===== config.mk =====
export PLATFORM = sky130hd
export DESIGN_NAME = booth_mul_arbiter
export DESIGN_NICKNAME = d
export VERILOG_FILES = /design/src/rtl/booth_mul_arbiter.sv
export SDC_FILE = /design/constraint.sdc
export NUM_CORES = 1
export LEC_CHECK = 0
export BUFFER_PORTS_ARGS = -buffer_cell sky130_fd_sc_hd__buf_2
export CELL_PAD_IN_SITES_DETAIL_PLACEMENT = 1
export CELL_PAD_IN_SITES_GLOBAL_PLACEMENT = 2
export CORE_UTILIZATION = 29
export DETAILED_ROUTE_END_ITERATION = 8
export GPL_TIMING_DRIVEN = 0
export PLACE_DENSITY_LB_ADDON = 0.3
export SYNTH_ARGS = -nofsm -noshare
export SYNTH_HDL_FRONTEND = slang
export SYNTH_SLANG_ARGS = --single-unit

===== constraint.sdc =====
create_clock -name CLK -period 9.2 [get_ports CLK]
set_input_delay 1.84 -clock CLK [delete_from_list [all_inputs] [get_ports CLK]]
set_output_delay 1.84 -clock CLK [all_outputs]
set_load 0.02 [all_outputs]

===== src/rtl/booth_mul_arbiter.sv =====
// Round-robin arbiter sharing one 24x24 mantissa multiplier among NREQ FPU sequencers.
// Grants one requester at a time, forwards latched operands, returns the product, and aborts on a silent multiplier.
module booth_mul_arbiter #(
  parameter int NREQ    = 2,
  parameter int TIMEOUT = 64
) (
  input  logic               CLK,
  input  logic               RSTn,
  input  logic [NREQ-1:0]    Req_valid,
  input  logic [NREQ*24-1:0] Req_datain1,
  input  logic [NREQ*24-1:0] Req_datain2,
  output logic [NREQ-1:0]    Req_ack,
  output logic               Req_err,
  output logic [47:0]        Req_dataout,
  output logic [23:0]        Multi_datain1,
  output logic [23:0]        Multi_datain2,
  output logic               Multi_valid,
  input  logic [47:0]        Multi_dataout,
  input  logic               Multi_ack,
  output logic               Busy,
  output logic [2:0]         Grant_id
);

  localparam int WD_W = (TIMEOUT > 1) ? $clog2(TIMEOUT) : 1;
  localparam logic [WD_W-1:0] WD_LAST = WD_W'((TIMEOUT > 0) ? TIMEOUT - 1 : 0);

  typedef enum logic [1:0] {
    IDLE     = 2'd0,
    WAIT_ACK = 2'd1,
    RESPOND  = 2'd2,
    DRAIN    = 2'd3
  } state_t;

  state_t          state_q, state_d;
  logic [23:0]     a_q, a_d;
  logic [23:0]     b_q, b_d;
  logic            mv_q, mv_d;
  logic [2:0]      gid_q, gid_d;
  logic [2:0]      last_q, last_d;
  logic [WD_W-1:0] wd_q, wd_d;
  logic            err_q, err_d;
  logic            busy_q, busy_d;
  logic [47:0]     res_q, res_d;

  logic [2:0]      win;
  logic [23:0]     sel_a;
  logic [23:0]     sel_b;

  // First requester strictly after 'last' (wrapping), else lowest-index requester.
  function automatic logic [2:0] rr_pick(input logic [NREQ-1:0] req, input logic [2:0] last);
    logic [NREQ-1:0] hi;
    logic [NREQ-1:0] src;
    logic [2:0]      pick;
    for (int i = 0; i < NREQ; i++) begin
      hi[i] = req[i] && (i > int'(last));
    end
    src  = (|hi) ? hi : req;
    pick = '0;
    for (int i = NREQ - 1; i >= 0; i--) begin
      if (src[i]) pick = 3'(i);
    end
    return pick;
  endfunction

  always_comb begin
    win   = rr_pick(Req_valid, last_q);
    sel_a = '0;
    sel_b = '0;
    for (int i = 0; i < NREQ; i++) begin
      if (win == 3'(i)) begin
        sel_a = Req_datain1[24*i +: 24];
        sel_b = Req_datain2[24*i +: 24];
      end
    end
  end

  always_comb begin
    state_d = state_q;
    a_d     = a_q;
    b_d     = b_q;
    mv_d    = mv_q;
    gid_d   = gid_q;
    last_d  = last_q;
    wd_d    = wd_q;
    err_d   = err_q;
    res_d   = res_q;
    unique case (state_q)
      IDLE: begin
        if (|Req_valid) begin
          gid_d   = win;
          last_d  = win;
          a_d     = sel_a;
          b_d     = sel_b;
          mv_d    = 1'b1;
          wd_d    = '0;
          state_d = WAIT_ACK;
        end
      end
      WAIT_ACK: begin
        // A real ack wins over a watchdog expiry in the same cycle.
        if (Multi_ack) begin
          res_d   = Multi_dataout;
          err_d   = 1'b0;
          mv_d    = 1'b0;
          state_d = RESPOND;
        end else if ((TIMEOUT != 0) && (wd_q == WD_LAST)) begin
          res_d   = '0;
          err_d   = 1'b1;
          mv_d    = 1'b0;
          state_d = RESPOND;
        end else if (TIMEOUT != 0) begin
          wd_d = wd_q + 1'b1;
        end
      end
      RESPOND: state_d = DRAIN;
      DRAIN: begin
        if (!Multi_ack) state_d = IDLE;
      end
      default: state_d = IDLE;
    endcase
    busy_d = (state_d != IDLE);
  end

  always_ff @(posedge CLK) begin
    if (!RSTn) begin
      state_q <= IDLE;
      a_q     <= '0;
      b_q     <= '0;
      mv_q    <= 1'b0;
      gid_q   <= '0;
      last_q  <= 3'(NREQ - 1);
      wd_q    <= '0;
      err_q   <= 1'b0;
      busy_q  <= 1'b0;
    end else begin
      state_q <= state_d;
      a_q     <= a_d;
      b_q     <= b_d;
      mv_q    <= mv_d;
      gid_q   <= gid_d;
      last_q  <= last_d;
      wd_q    <= wd_d;
      err_q   <= err_d;
      busy_q  <= busy_d;
    end
  end

  // Result is pure data and only observed through the RESPOND-gated outputs.
  always_ff @(posedge CLK) begin
    res_q <= res_d;
  end

  always_comb begin
    Req_ack = '0;
    for (int i = 0; i < NREQ; i++) begin
      Req_ack[i] = (state_q == RESPOND) && (gid_q == 3'(i));
    end
  end

  assign Req_err       = (state_q == RESPOND) && err_q;
  assign Req_dataout   = (state_q == RESPOND) ? res_q : '0;
  assign Multi_datain1 = a_q;
  assign Multi_datain2 = b_q;
  assign Multi_valid   = mv_q;
  assign Busy          = busy_q;
  assign Grant_id      = gid_q;

endmodule


==> out/metrics.cfg <==
[hold_path]
hold_depth=2
hp-class=reg -> reg
min_to=wd_q[4]
worst_hold_startpoint=wd_q[4]

[run_status]
status=completed

[power]
power_frac_seq=0.452
ir_drop_mv=0.08912
cellLeakagePower_nw=3.102
p_total_w=0.001293
intPower_w=0.0008861
power_switching_w=0.0004068
switching_share=0.3147
combPwrFrac=0.266
power_density_nw_per_um2=188.3
p_clk_frac=0.282

[worst_setup_path]
worst-path-max-fanout=10
critical_path_required_ns=7.36
critPathArrivalTime_ns=2.04
worstSetupStartpointType=flop
cp-end-kind=output port
timing.rr.start=wd_q[0]
rr_endpoint=res_q[34]
r2r_slack_ns=7.15
setup.worst_path.start=state_q[1]
worstRegToRegCells=5
crit_type=reg -> out

[logic_synthesis]
avgSynthCellArea_um2=11.05
yosys-top-cells-count=and2_1, dfxtp_1, a21oi_1
yosysUniqueCellTypes=41
syn_area_um2=5030
ys_warn_count=0
yosys.area.top_type=edfxtp_1
yosysMostFrequentCell=and2_1
ys_seq_area_frac=0.5294
synthAdderAreaFrac=0.002488
ys_top_cells_by_area=edfxtp_1, dfxtp_1, and2_1, mux2i_1, a211oi_1
synth-seq-cells=109
synth_top_family_by_area=compound AO/OA/AOI/OAI gates
synth_simple_gate_area_frac=0.1602
synth_cells=455
synth_xor_area_frac=0
synth_top_area_frac=0.2866
synth_edf_count=48
synthMuxAreaShare=0.1015
async_reset_ff_frac=0
synth_compound_area_frac=0.1619
ys.flop_type=dfxtp_1

[placement]
place_congestion=0.7684
port_buffers=250
hpwl_mm=11.42

[sta]
period_share=0.4223
setup-violations-final=0
slew_headroom=0.5736
worst-slew-pin-transition_ns=0.6395
setup_tns_ns=0
rsz0062_at_grt=no
slew_violations=0
finalHoldViolCount=0
period_minus_slack_ns=3.885
hold-worst-slack_ns=0.5102
max_freq_ghz=0.2574
finalClockSkew_ns=0.006512

[clock_network]
clk_pin_slew_ns=0.07
cts_max_path_buffers=2
cts_buffers=9
ctsHoldBuffers=0
cts.sinks=109
cts_root_buffer=clkbuf_16
clk_latency_ns=0.34
cts-resized-gates=0
postCtsSetupBuffers=0
cts_tree=yes
htree_num_levels=3

[cells_and_area]
multiInputGateArea_um2=2158
fin_nets=868
seqCellArea_um2=2663
drive_gt1_frac=0.4205
area_growth_pct=36.49
n_fill_cell=1964
num_antenna_cells=0

[global_route]
grt-ovfl-total=0
grt_usage=0.1653
grt_max_degree=38
grt_pass1_vias=4776
grt_pass1_wl_mm=23.31
antenna_found_initial=0

[detailed_routing]
vias=4390
avgViaCountPerCell=4.655
wl_per_cell_um=15.30
first_pass_iters=4
drc=0
ant_nets=0
drt-total-wl_mm=14.43
drtIter0Drc=139

[floorplan]
die_area_um2=17870
start_util=0.3001
fp.dieW_um=133.7
core-area_um2=16760
io_pins=253
die_h_um=133.7
rows=47

[flow_run]
drv_cap=0

==> routing by layer <==
layer | part of all wire | vias to the layer above | track usage
li1 | - | 2159 | -
met1 | 0.42 | 2039 | 0.1886
met2 | 0.49 | 178 | 0.2928
met3 | 0.073 | 14 | 0.04490
met4 | 0.015 | 0 | 0.06313
met5 | 0 | - | 0
==> worst max path at each step <==
| stage | endpoint | slack [ns] | depth (start not counted) |
|---|---|---|---|
| floorplan | res_q[0] | 4.74 | 3 |
| global placement | res_q[45] | 3.70 | 4 |
| detailed placement | Req_dataout[43] | 5.60 | 4 |
| CTS | Req_dataout[43] | 5.21 | 4 |
| global route | Req_dataout[7] | 5.07 | 4 |
| finish | Req_dataout[40] | 5.32 | 4 |
==> per-stage QoR <==
| stage | instances | cell area (um^2) | util | worst slack, ns |
|---|---|---|---|---|
| final | 943 | 6865 | 0.4096 | 5.315 |
| after CTS | 943 | 6865 | 0.4096 | 5.208 |
| after floorplan | 456 | 5034 | - | 4.743 |
| after detailed placement | 927 | 6588 | 0.3931 | 5.604 |
| after global routing | 943 | 6865 | 0.4096 | 5.071 |
| after global placement | 926 | 6560 | 0.3914 | 3.700 |
==> worst max-delay path: stages, from the launching register on <==
cell and delay [ns]:
dfxtp_1 0.46, nor2b_1 0.52, clkbuf_1 0.37, and2_1 0.19, buf_2 0.16
==> state kept, by name, indices dropped and copies added, names as in the netlist, 2 cells and up <==
| name | cells |
|---|---|
| Multi_datain1 | 24 |
| Multi_datain2 | 24 |
| res_q | 48 |
| state_q | 2 |
| wd_q | 6 |
==> power groups by stage <==
| stage | sequential, W | combinational, W | clock, W |
|---|---|---|---|
| 2_1_floorplan | 0.000636 | 0.000174 | 0 |
| 3_3_place_gp | 0.000595 | 0.000336 | 0 |
| 3_5_place_dp | 0.000595 | 0.000349 | 0 |
| 4_1_cts | 0.000585 | 0.000350 | 0.000381 |
| 5_1_grt | 0.000591 | 0.000377 | 0.000397 |
| 6_report | 0.000584 | 0.000343 | 0.000365 |
==> layout by cell type (no fill, tap or decap), drive strengths merged, types with 2 or more instances in the layout <==
cell type / synthesis / routed
a21oi: 52 / 52
and2: 98 / 98
o221a: 2 / 2
and3: 2 / 2
buf: 20 / 271
edfxtp: 48 / 48
nand2: 6 / 6
or2: 2 / 2
a211oi: 48 / 48
nor2: 4 / 4
nand3: 2 / 2
nand2b: 3 / 3
and4: 2 / 2
o21ai: 3 / 3
mux2i: 51 / 51
o211ai: 4 / 4
conb: 1 / 2
a211o: 2 / 2
a31oi: 2 / 2
dfxtp: 61 / 61
nor3: 4 / 4
clkbuf: 21 / 32
nor2b: 3 / 3
inv: 3 / 6
==> cell type report <==
class / count / area share
Buffer: 41 / 0.03044
Clock buffer: 11 / 0.03536
Sequential cell: 109 / 0.3878
Timing Repair Buffer: 251 / 0.1852
Multi-Input combinational cell: 303 / 0.3144
Tap cell: 220 / 0.04009
Inverter: 3 / 0.001640
Clock inverter: 5 / 0.005103
==> kinds of logic (layout without fill, tap and decap cells) <==
kind of cell             after synthesis  count (layout)
AND/OR/NAND/NOR                      130             130
adder cells (fa/ha/maj)                1               1
AO/OA/AOI/OAI                        119             119
other                                  1               2
buffers and inverters                 44             311
multiplexers                          51              51
flip-flops                           109             109
Note: power is estimated with default switching activity, not from simulation.
